## src/rtl/key_pulse_conditioner.sv

```systemverilog
// key_pulse_conditioner: turns two raw active-low player keys into one-cycle
// press pulses plus debounced held levels for the tug-of-war playfield.
// Optional feature macro: KEY_DEBOUNCE_EN (defined = debounce FSM present,
// undefined = synchronizer plus registered rising-edge detect only).
module key_pulse_conditioner #(
   parameter int unsigned DEBOUNCE_CYCLES = 16
) (
   input  logic Clock,
   input  logic Reset,
   input  logic KeyLn,
   input  logic KeyRn,
   output logic L,
   output logic R,
   output logic LHeld,
   output logic RHeld
);

   localparam int unsigned NUM_CH = 2;

   logic [NUM_CH-1:0] key_n;
   logic [NUM_CH-1:0] pulse;
   logic [NUM_CH-1:0] held;

   assign key_n = {KeyRn, KeyLn};

   // Reject an illegal debounce length at elaboration
   if (DEBOUNCE_CYCLES < 1) begin : g_bad_param
      $error("key_pulse_conditioner: DEBOUNCE_CYCLES must be >= 1");
   end

`ifdef KEY_DEBOUNCE_EN
   localparam int unsigned CNT_W       = $clog2(DEBOUNCE_CYCLES + 1);
   localparam bit          SINGLE_STEP = (DEBOUNCE_CYCLES == 1);

   typedef enum logic [1:0] {
      ST_RELEASED   = 2'd0,
      ST_PRESS_PEND = 2'd1,
      ST_HELD       = 2'd2,
      ST_REL_PEND   = 2'd3
   } state_e;
`endif

   // One identical, independent conditioning channel per key
   for (genvar ch = 0; ch < NUM_CH; ch++) begin : g_ch
      logic sync1_q, sync1_d;
      logic sync2_q, sync2_d;
      logic pulse_q, pulse_d;
      logic held_q,  held_d;

      // Two-flop synchronizer carrying the "pressed" (inverted key) level
      always_comb begin
         sync1_d = ~key_n[ch];
         sync2_d = sync1_q;
      end

`ifdef KEY_DEBOUNCE_EN
      state_e             state_q, state_d;
      logic [CNT_W-1:0]   cnt_q,   cnt_d;

      // Debounce FSM: a level change is accepted after DEBOUNCE_CYCLES equal samples
      always_comb begin
         state_d = state_q;
         cnt_d   = cnt_q;
         pulse_d = 1'b0;
         case (state_q)
            ST_RELEASED: begin
               cnt_d = '0;
               if (sync2_q) begin
                  if (SINGLE_STEP) begin
                     state_d = ST_HELD;
                     pulse_d = 1'b1;
                  end else begin
                     state_d = ST_PRESS_PEND;
                     cnt_d   = CNT_W'(1);
                  end
               end
            end
            ST_PRESS_PEND: begin
               if (!sync2_q) begin
                  state_d = ST_RELEASED;
                  cnt_d   = '0;
               end else if (cnt_q + CNT_W'(1) == CNT_W'(DEBOUNCE_CYCLES)) begin
                  state_d = ST_HELD;
                  cnt_d   = '0;
                  pulse_d = 1'b1;
               end else begin
                  cnt_d = cnt_q + CNT_W'(1);
               end
            end
            ST_HELD: begin
               cnt_d = '0;
               if (!sync2_q) begin
                  if (SINGLE_STEP) begin
                     state_d = ST_RELEASED;
                  end else begin
                     state_d = ST_REL_PEND;
                     cnt_d   = CNT_W'(1);
                  end
               end
            end
            ST_REL_PEND: begin
               if (sync2_q) begin
                  state_d = ST_HELD;
                  cnt_d   = '0;
               end else if (cnt_q + CNT_W'(1) == CNT_W'(DEBOUNCE_CYCLES)) begin
                  state_d = ST_RELEASED;
                  cnt_d   = '0;
               end else begin
                  cnt_d = cnt_q + CNT_W'(1);
               end
            end
            default: begin
               state_d = ST_RELEASED;
               cnt_d   = '0;
            end
         endcase
         held_d = (state_d == ST_HELD) || (state_d == ST_REL_PEND);
      end

      // Channel registers with synchronous reset
      always_ff @(posedge Clock) begin
         if (Reset) begin
            sync1_q <= 1'b0;
            sync2_q <= 1'b0;
            state_q <= ST_RELEASED;
            cnt_q   <= '0;
            pulse_q <= 1'b0;
            held_q  <= 1'b0;
         end else begin
            sync1_q <= sync1_d;
            sync2_q <= sync2_d;
            state_q <= state_d;
            cnt_q   <= cnt_d;
            pulse_q <= pulse_d;
            held_q  <= held_d;
         end
      end
`else
      // Level is sync2 delayed one register; pulse marks its rising edge
      always_comb begin
         held_d  = sync2_q;
         pulse_d = sync2_q & ~held_q;
      end

      // Channel registers with synchronous reset
      always_ff @(posedge Clock) begin
         if (Reset) begin
            sync1_q <= 1'b0;
            sync2_q <= 1'b0;
            pulse_q <= 1'b0;
            held_q  <= 1'b0;
         end else begin
            sync1_q <= sync1_d;
            sync2_q <= sync2_d;
            pulse_q <= pulse_d;
            held_q  <= held_d;
         end
      end
`endif

      assign pulse[ch] = pulse_q;
      assign held[ch]  = held_q;
   end

   assign L     = pulse[0];
   assign R     = pulse[1];
   assign LHeld = held[0];
   assign RHeld = held[1];

endmodule

```

## config.mk

```make
export PLATFORM = sky130hd
export DESIGN_NAME = key_pulse_conditioner
export DESIGN_NICKNAME = d
export VERILOG_FILES = /design/src/rtl/key_pulse_conditioner.sv
export SDC_FILE = /design/constraint.sdc
export NUM_CORES = 1
export LEC_CHECK = 0
export ABC_AREA = 1
export CAP_MARGIN = 20
export CORE_AREA = 2 2 39 41
export CTS_CLUSTER_SIZE = 24
export DETAILED_ROUTE_END_ITERATION = 10
export DIE_AREA = 0 0 41 43
export GPL_ROUTABILITY_DRIVEN = 0
export PLACE_DENSITY = 0.43
export SYNTH_ARGS = -nofsm -noshare
export SYNTH_HDL_FRONTEND = slang
export SYNTH_SLANG_ARGS = --single-unit
export TNS_END_PERCENT = 50
```

## constraint.sdc

```tcl
create_clock -name Clock -period 2 [get_ports Clock]
set_clock_uncertainty 0.2 [all_clocks]
set_input_delay 0.3 -clock Clock [delete_from_list [all_inputs] [get_ports Clock]]
set_output_delay 0.3 -clock Clock [all_outputs]
set_load 0.01 [all_outputs]
```

==> reports/qor.csv, run 1 <==
stage,metric,value,unit
synth,main combinational cell family by area after synthesis,simple AND/OR/NAND/NOR gates,
cells_and_area,Area Overhead vs Synth,53.89,%
sta,period utilization,79.90,%
grt,first-pass GRT wire length,476,um
power_and_ir_drop,pwr/cell area,928.2,mW/mm2
drt,Vias,145,
synth,mux contribution to synthesized area,0,%
grt,antenna violations before repair,0,
worst_setup_path,CP Class,flop to output pin,
sta,max-slew violation count,0,
outcome,status,completed,
synth,Yosys top cell area share,76.65,%
clocking,CTS H-tree depth,1,
floorplanning,CORE AREA,0.001384,mm2
sta,RSZ-0062 raised after global routing,false,
synth,synthesized netlist net count,25,
drt,Routed Antenna Nets,0,
synth,Compound-Gate Fraction of Synth Area,0,%
drt,wire per inst,5.213,um
flow_run,Max-Cap Viols,0,
worst_setup_path,critical path's slowest cell,clkdlybuf4s50_1,
worst_setup_path,"Req. time, crit path",1.50,ns
placed_design,placed cell area,299.0,um2
drt,DR DRC count,0,
floorplanning,# rows,14,
cells_and_area,fin area,321.6,um2
synth,syn_area_per_cell,9.950,um2
worst_setup_path,Critical Path Sink Type,output pin,
synth,simple-gate share of the synthesized area,14.37,%
worst_setup_path,delay of the slowest critical-path stage,0.54,ns
clocking,Bufs on Longest Clock Path,2,
min_path,Worst Hold Class,flop to flop,
synth,synthesis-stage register bit count,8,
clocking,clk slew on worst S/H paths,0.05,ns
cells_and_area,Ant. Diodes,0,
clocking,clock sinks,8,
grt,total global routing overflow,0,
drt,1st-pass router iterations,2,
floorplanning,IO Pins,8,
clocking,Setup Buffers After CTS,0,
worst_setup_path,CP Data Arrival Time,1.10,ns
worst_setup_path,WP buf/inv,1,
drt,Detailed Route Iter0 Violations,1,
sta,setup tns final,0,ns
worst_setup_path,Worst Path Max Fanout,2,
sta,final hold vios,0,
synth,synth top area cells,"dfxtp_1, nor2_1, inv_1",
synth,Post-Synth XOR/XNOR Area,0,%
synth,Syn Inst Count,21,
worst_setup_path,crit path cell chain,clkdlybuf4s50_1,
worst_setup_path,Worst path top cell family by delay,buffers and inverters,
drt,final WL,245,um
floorplanning,Chip Width,41,um
synth,"Seq/Total Area, Yosys",76.65,%
sta,fin crit period,1.598,ns
sta,Setup-failing EPs final,0,
grt,largest net degree at the start of global routing,6,
sta,Fmax,625.8,MHz
floorplanning,Die Height,43,um
sta,Worst-Margin Slew,0.1751,ns
grt,vias in the first global route,123,
synth,"Cell Area, Synth",209.0,um2
synth,Synth Area in Adders,0,%
clocking,TritonCTS clock tree,built,
worst_setup_path,CP startpoint kind,flop,
clocking,Clock Latency Late Sink,0.24,ns
grt,Global Route Usage Sum,5.051,%
synth,Yosys top cell by area,dfxtp_1,
floorplanning,die footprint,0.001763,mm2
drt,via/cell ratio,3.085,
clocking,CTS Buf Count,3,
sta,Slew headroom,88.29,%
clocking,"Hold-fix buffers, CTS",0,
cells_and_area,fraction of layout cells with a size suffix above 1,12.90,%
floorplanning,initial core utilization,15.10,%
worst_setup_path,Reg2Reg Setup Slack,1.30,ns
power_and_ir_drop,Leak Pwr,0.1514,nW
synth,"Distinct cells, synth",5,
clocking,CTS resizes,0,
synth,synth warn,0,
power_and_ir_drop,"IR drop worst, VDD",438.4,uV
cells_and_area,Nets,37,
placed_design,hpwl dp,195.5,um
clocking,CTS root buf,clkbuf_4,
placed_design,Port Buffer Count,7,
[cell families (layout without fill, tap and decap cells)]
kind of cell / after synthesis / in the layout
and+or+nand+nor: 8 / 8
buffers and inverters: 5 / 15
DFF: 8 / 8
[cell usage after synthesis]
cell     n
nor2_1   6
inv_1    4
nand2_1  2
dfxtp_1  8
inv_2    1
[stage by stage]
step	utilization (%)	power, W	instances	setup slack (ns)	hold WS, ns
5_1_grt	23.24	0.0003254	47	0.3424	0.2218
3_5_place_dp	21.61	0.0001870	44	0.6560	0.1974
3_3_place_gp	21.61	0.0001863	44	0.6639	0.1899
2_1_floorplan	-	0.0001752	21	1.153	0.1667
4_1_cts	23.24	0.0003069	47	0.3841	0.2042
6_report	23.24	0.0002985	47	0.4021	0.2008
[registers in the layout (all words and copies together), names as in the netlist]
register and count:
g_ch.sync1_q 2, L 1, LHeld 1, g_ch.held_d 2, RHeld 1, R 1
[placed cells by master (no fill, tap or decap)]
| master | synthesis | layout |
|---|---|---|
| clkdlybuf4s50_1 | 0 | 7 |
| inv_2 | 1 | 1 |
| nand2_1 | 2 | 2 |
| dfxtp_1 | 8 | 8 |
| clkbuf_4 | 0 | 3 |
| inv_1 | 4 | 4 |
| nor2_1 | 6 | 6 |
[final cells by class]
cell class | count | area (um2)
fillers | 145 | 1062
flip-flops and latches | 8 | 160.2
repair buffers | 7 | 70.07
multi-input cells | 8 | 30.03
clock buffers | 3 | 22.52
well taps | 16 | 20.02
inverters | 5 | 18.77
[per-layer routing]
metal	vias up	wire [um]	part of all wire [%]	GRT usage, %
li1	78	-	-	-
met1	56	98	40	4.262
met2	11	85	35	5.000
met3	0	61	25	9.424
met4	0	0	0	2.000
met5	-	0	0	0
[final timing paths]
kind	depth (start not counted)	start	endpoint
max	1	LHeld	LHeld
min	1	LHeld	L
max reg2reg	2	g_ch[1].held_d	R
min reg2reg	1	LHeld	L
[report_power, final]
group,switching [W],internal [W]
sequential,0.00000147,0.000166
combinational,0.00000599,0.0000103
clock,0.0000469,0.0000681
total,0.0000543,0.000244
No activity file was read; power rests on OpenSTA's default activity.
==> run 2, diff against run 1 <==
clock period = 1.5 ns   (was 2 ns; I/O delays follow)
==> reports/qor.csv, run 2 (synthesis gave the netlist of run 1 again) <==
stage,metric,value,unit,change
outcome,status,completed,,
drt,wire per inst,5.234,um,+0.41%
floorplanning,Chip Width,41,um,unchanged
placed_design,Port Buffer Count,7,,unchanged
grt,vias in the first global route,123,,unchanged
clocking,clock sinks,8,,unchanged
cells_and_area,Ant. Diodes,0,,unchanged
sta,RSZ-0062 raised after global routing,false,,
grt,largest net degree at the start of global routing,6,,unchanged
cells_and_area,Nets,37,,unchanged
sta,max-slew violation count,0,,unchanged
sta,Slew headroom,88.29,%,unchanged
clocking,Clock Latency Late Sink,0.24,ns,about the same
drt,via/cell ratio,3.085,,unchanged
grt,total global routing overflow,0,,unchanged
worst_setup_path,"Req. time, crit path",1.07,ns,-0.43 ns
power_and_ir_drop,Leak Pwr,0.1692,nW,+12%
grt,Global Route Usage Sum,5.051,%,unchanged
cells_and_area,fraction of layout cells with a size suffix above 1,12.90,%,unchanged
sta,final hold vios,0,,unchanged
worst_setup_path,Critical Path Sink Type,output pin,,
clocking,CTS H-tree depth,1,,unchanged
drt,1st-pass router iterations,2,,unchanged
worst_setup_path,delay of the slowest critical-path stage,0.31,ns,-0.23 ns
cells_and_area,Util after Layout,22.88,%,-0.36 points
floorplanning,CORE AREA,0.001384,mm2,unchanged
floorplanning,initial core utilization,15.10,%,unchanged
power_and_ir_drop,Clk pwr share,38.7,%,+0.2 points
clocking,CTS Buf Count,3,,unchanged
sta,Fmax,798.5,MHz,
clocking,CTS root buf,clkbuf_4,,
worst_setup_path,Worst Path Max Fanout,2,,unchanged
grt,first-pass GRT wire length,476,um,unchanged
power_and_ir_drop,sequential power share,56.3,%,+0.3 points
drt,Vias,145,,unchanged
drt,Detailed Route Iter0 Violations,1,,unchanged
drt,final WL,246,um,+0.41%
floorplanning,Die Height,43,um,unchanged
worst_setup_path,WP buf/inv,1,,unchanged
cells_and_area,Area Overhead vs Synth,51.50,%,
floorplanning,# rows,14,,unchanged
worst_setup_path,crit path cell chain,dlygate4sd2_1,,
placed_design,hpwl dp,195.5,um,unchanged
worst_setup_path,critical path's slowest cell,dfxtp_1,,
power_and_ir_drop,Internal,0.0003235,W,+33%
worst_setup_path,CP Data Arrival Time,0.83,ns,-0.27 ns
clocking,TritonCTS clock tree,built,,
sta,Worst-Margin Slew,0.1751,ns,unchanged
power_and_ir_drop,Psw,0.00007234,W,+33%
clocking,clk slew on worst S/H paths,0.05,ns,about the same
clocking,Bufs on Longest Clock Path,2,,unchanged
grt,antenna violations before repair,0,,unchanged
sta,Setup-failing EPs final,0,,unchanged
cells_and_area,"commonest non-fill, non-tap cell in the layout",dfxtp_1,,
power_and_ir_drop,combinational power share,5.0,%,-0.5 points
flow_run,Max-Cap Viols,0,,unchanged
placed_design,Placement Setup Slack,0.2310,ns,-0.4250 ns
power_and_ir_drop,"IR drop worst, VDD",577.2,uV,+32%
floorplanning,IO Pins,8,,unchanged
cells_and_area,fin area,316.6,um2,-1.6%
sta,setup tns final,0,ns,unchanged
power_and_ir_drop,pwr/cell area,1251,mW/mm2,+35%
worst_setup_path,Worst path top cell family by delay,flip-flops,,
placed_design,placed cell area,299.0,um2,unchanged
min_path,Worst Hold Class,flop to flop,,
worst_setup_path,CP startpoint kind,flop,,
sta,period utilization,83.49,%,
drt,Routed Antenna Nets,0,,unchanged
sta,PnR worst setup slack,0.2477,ns,-0.1544 ns
floorplanning,die footprint,0.001763,mm2,unchanged
drt,DR DRC count,0,,unchanged
worst_setup_path,CP Class,flop to output pin,,
cells_and_area,"leading cell types in the layout, fill and taps excluded","dfxtp_1, nor2_1, inv_1, dlygate4sd2_1",,
sta,fin crit period,1.252,ns,
power_and_ir_drop,sw frac,18.27,%,+0.070 points
[run 2: cell count changes in the layout (fill, tap and decap cells not counted)]
cell / change
dlygate4sd2_1: +4
clkdlybuf4s50_1: -4
[run 2: path summary, 6_finish.rpt]
path                                      from  endpoint  slack (ns)  depth (start not counted)
worst min-delay path                     LHeld         L        0.20                          1
worst max-delay path                     LHeld     LHeld        0.25                          1
worst min register to register           LHeld         L        0.20                          1
worst max register to register  g_ch[1].held_d         R        0.80                          2
[run 2: routing by layer]
layer / GRT usage [%] / routed length (um) / part of all wire (%) / up-vias
met1: 4.262 / 98 / 40 / 56
met3: 9.424 / 63 / 26 / 0
met4: 2.000 / 0 / 0 / 0
met2: 5.000 / 85 / 35 / 11
li1: - / - / - / 78
met5: 0 / 0 / 0 / -
[run 2: through the flow]
step / hold WS (ns) / power, W / cells
2_1_floorplan: 0.09169 / 0.0002337 / 21
3_3_place_gp: 0.1899 / 0.0002483 / 44
3_5_place_dp: 0.1974 / 0.0002493 / 44
4_1_cts: 0.2015 / 0.0004072 / 47
5_1_grt: 0.2175 / 0.0004317 / 47
6_report: 0.1962 / 0.0003959 / 47
[run 2: power groups by stage]
stage           logic (W)  registers [W]  clock network (W)
2_1_floorplan  0.00000520       0.000228                  0
3_3_place_gp    0.0000215       0.000227                  0
3_5_place_dp    0.0000222       0.000227                  0
4_1_cts         0.0000202       0.000223           0.000164
5_1_grt         0.0000231       0.000223           0.000185
6_report        0.0000198       0.000223           0.000153
[run 2: repair_timing]
action                     CTS  global route
setup endpoints to repair    4             0
hold buffers                 0             0
setup buffers                0             0
gates resized for setup      4             0
[run 2: cell type report]
class                   instances  area, um2
fillers                       149       1067
flip-flops and latches          8      160.2
repair buffers                  7      65.06
multi-input cells               8      30.03
clock buffers                   3      22.52
well taps                      16      20.02
inverters                       5      18.77
==> run 3, diff against run 2 <==
PLACE_DENSITY = 0.44   (was 0.43)
clock period = 1.15 ns   (was 1.5 ns; I/O delays follow)
==> reports/qor.csv, run 3 (synthesis gave the netlist of run 1 again) <==
stage,metric,value,unit,change
floorplanning,# rows,14,,unchanged
clocking,TritonCTS clock tree,built,,
grt,vias in the first global route,166,,+35%
grt,met2 GRT Util,7.187,%,+2.2 points
grt,GR Layer Usage met1,3.922,%,-0.34 points
worst_setup_path,WP buf/inv,1,,unchanged
sta,Worst-Margin Slew,0.1791,ns,+0.004031 ns
worst_setup_path,delay of the slowest critical-path stage,0.32,ns,about the same
placed_design,Port Buffer Count,7,,unchanged
sta,Fmax,935.3,MHz,
clocking,clock sinks,8,,unchanged
clocking,"Hold-fix buffers, CTS",0,,unchanged
cells_and_area,Nets,37,,unchanged
floorplanning,IO Pins,8,,unchanged
cells_and_area,Area Overhead vs Synth,44.31,%,
clocking,CTS H-tree depth,1,,unchanged
worst_setup_path,Worst Path Max Fanout,2,,unchanged
grt,total global routing overflow,0,,unchanged
sta,Slew headroom,88.02,%,-0.27 points
clocking,CTS root buf,clkbuf_4,,
grt,antenna violations before repair,0,,unchanged
power_and_ir_drop,"Power, Total",0.0005172,W,+31%
floorplanning,CORE AREA,0.001384,mm2,unchanged
drt,final WL,264,um,+7.3%
clocking,Setup Buffers After CTS,0,,unchanged
grt,first-pass GRT wire length,552,um,+16%
floorplanning,Die Height,43,um,unchanged
drt,wire per inst,5.617,um,+7.3%
sta,RSZ-0062 raised after global routing,false,,
grt,Global Route Usage Sum,5.651,%,+0.60 points
floorplanning,Chip Width,41,um,unchanged
placed_design,hpwl dp,206.7,um,+5.7%
cells_and_area,"commonest non-fill, non-tap cell in the layout",dfxtp_1,,
drt,Vias,151,,+4.1%
drt,1st-pass router iterations,1,,-1
grt,GR peak layer,met3,,
floorplanning,initial core utilization,15.10,%,unchanged
cells_and_area,Post-Layout Cell Count,47,,unchanged
worst_setup_path,critical path's slowest cell,dfxtp_1,,
clocking,CTS resizes,14,,+10
worst_setup_path,Reg2Reg Setup Slack,0.45,ns,-0.35 ns
drt,via/cell ratio,3.213,,+4.1%
worst_setup_path,Worst path top cell family by delay,flip-flops,,
sta,final hold vios,0,,unchanged
sta,Setup-failing EPs final,0,,unchanged
outcome,status,completed,,
drt,DR DRC count,0,,unchanged
flow_run,Max-Cap Viols,0,,unchanged
sta,fin crit period,1.069,ns,
clocking,clk slew on worst S/H paths,0.05,ns,about the same
worst_setup_path,CP Data Arrival Time,0.70,ns,-0.13 ns
grt,grt met3 use,9.424,%,unchanged
worst_setup_path,Critical Path Sink Type,output pin,,
power_and_ir_drop,"IR drop worst, VDD",610.3,uV,+5.7%
clocking,Bufs on Longest Clock Path,2,,unchanged
worst_setup_path,CP startpoint kind,flop,,
power_and_ir_drop,pwr/cell area,1715,mW/mm2,+37%
grt,largest net degree at the start of global routing,6,,unchanged
sta,period utilization,92.97,%,
drt,Routed Antenna Nets,0,,unchanged
sta,max-slew violation count,0,,unchanged
placed_design,DP Cell Count,44,,unchanged
floorplanning,die footprint,0.001763,mm2,unchanged
cells_and_area,fraction of layout cells with a size suffix above 1,25.81,%,+13 points
cells_and_area,"leading cell types in the layout, fill and taps excluded","dfxtp_1, nor2_1, inv_1, buf_2",,
worst_setup_path,"Req. time, crit path",0.78,ns,-0.29 ns
drt,Detailed Route Iter0 Violations,0,,-1
cells_and_area,Filler cells,158,,+6.0%
min_path,Worst Hold Class,flop to flop,,
clocking,Clock Latency Late Sink,0.25,ns,about the same
clocking,CTS Buf Count,3,,unchanged
worst_setup_path,crit path cell chain,buf_2,,
power_and_ir_drop,Leak Pwr,0.1592,nW,-5.9%
cells_and_area,Ant. Diodes,0,,unchanged
worst_setup_path,CP Class,flop to output pin,,
[run 3: path summary, 6_finish.rpt]
| check | start | to | cells past startpoint |
|---|---|---|---|
| max | RHeld | RHeld | 1 |
| min | g_ch[1].sync1_q | g_ch[1].held_d | 2 |
| max reg2reg | g_ch[0].held_d | L | 2 |
| min reg2reg | g_ch[1].sync1_q | g_ch[1].held_d | 2 |
[run 3: power breakdown]
part / leakage (nW) / total, W / internal [W] / switching [W]
clock network: 0.0138 / 0.000202 / 0.000119 / 0.0000832
logic: 0.0798 / 0.0000248 / 0.0000144 / 0.0000104
registers: 0.0656 / 0.000291 / 0.000288 / 0.00000254
[run 3: area by class of cell]
type	instances	area, um2	area share [%]
multi-input cells	8	30.03	9.959
repair buffers	7	50.05	16.60
well taps	16	20.02	6.639
flip-flops and latches	8	160.2	53.11
inverters	5	18.77	6.224
clock buffers	3	22.52	7.469
[run 3: per-layer routing]
layer | share of wire [%] | vias to the layer above
met1 | 30 | 60
met5 | 0 | -
met4 | 0 | 0
met3 | 31 | 0
li1 | - | 79
met2 | 38 | 12
[run 3: stage by stage]
stage          utilization (%)  setup TNS, ns  setup WS (ns)  hold WS [ns]  instance area, um2
6_report                 21.79              0        0.08086        0.2003               301.5
5_1_grt                  21.79              0        0.03109        0.2341               301.5
4_1_cts                  22.69              0       0.004828        0.2027               314.1
3_5_place_dp             21.61        -0.4500       -0.07345        0.1956               299.0
3_3_place_gp             21.61        -0.3463       -0.05779        0.1902               299.0
2_1_floorplan                -              0         0.4299       0.03919               209.0
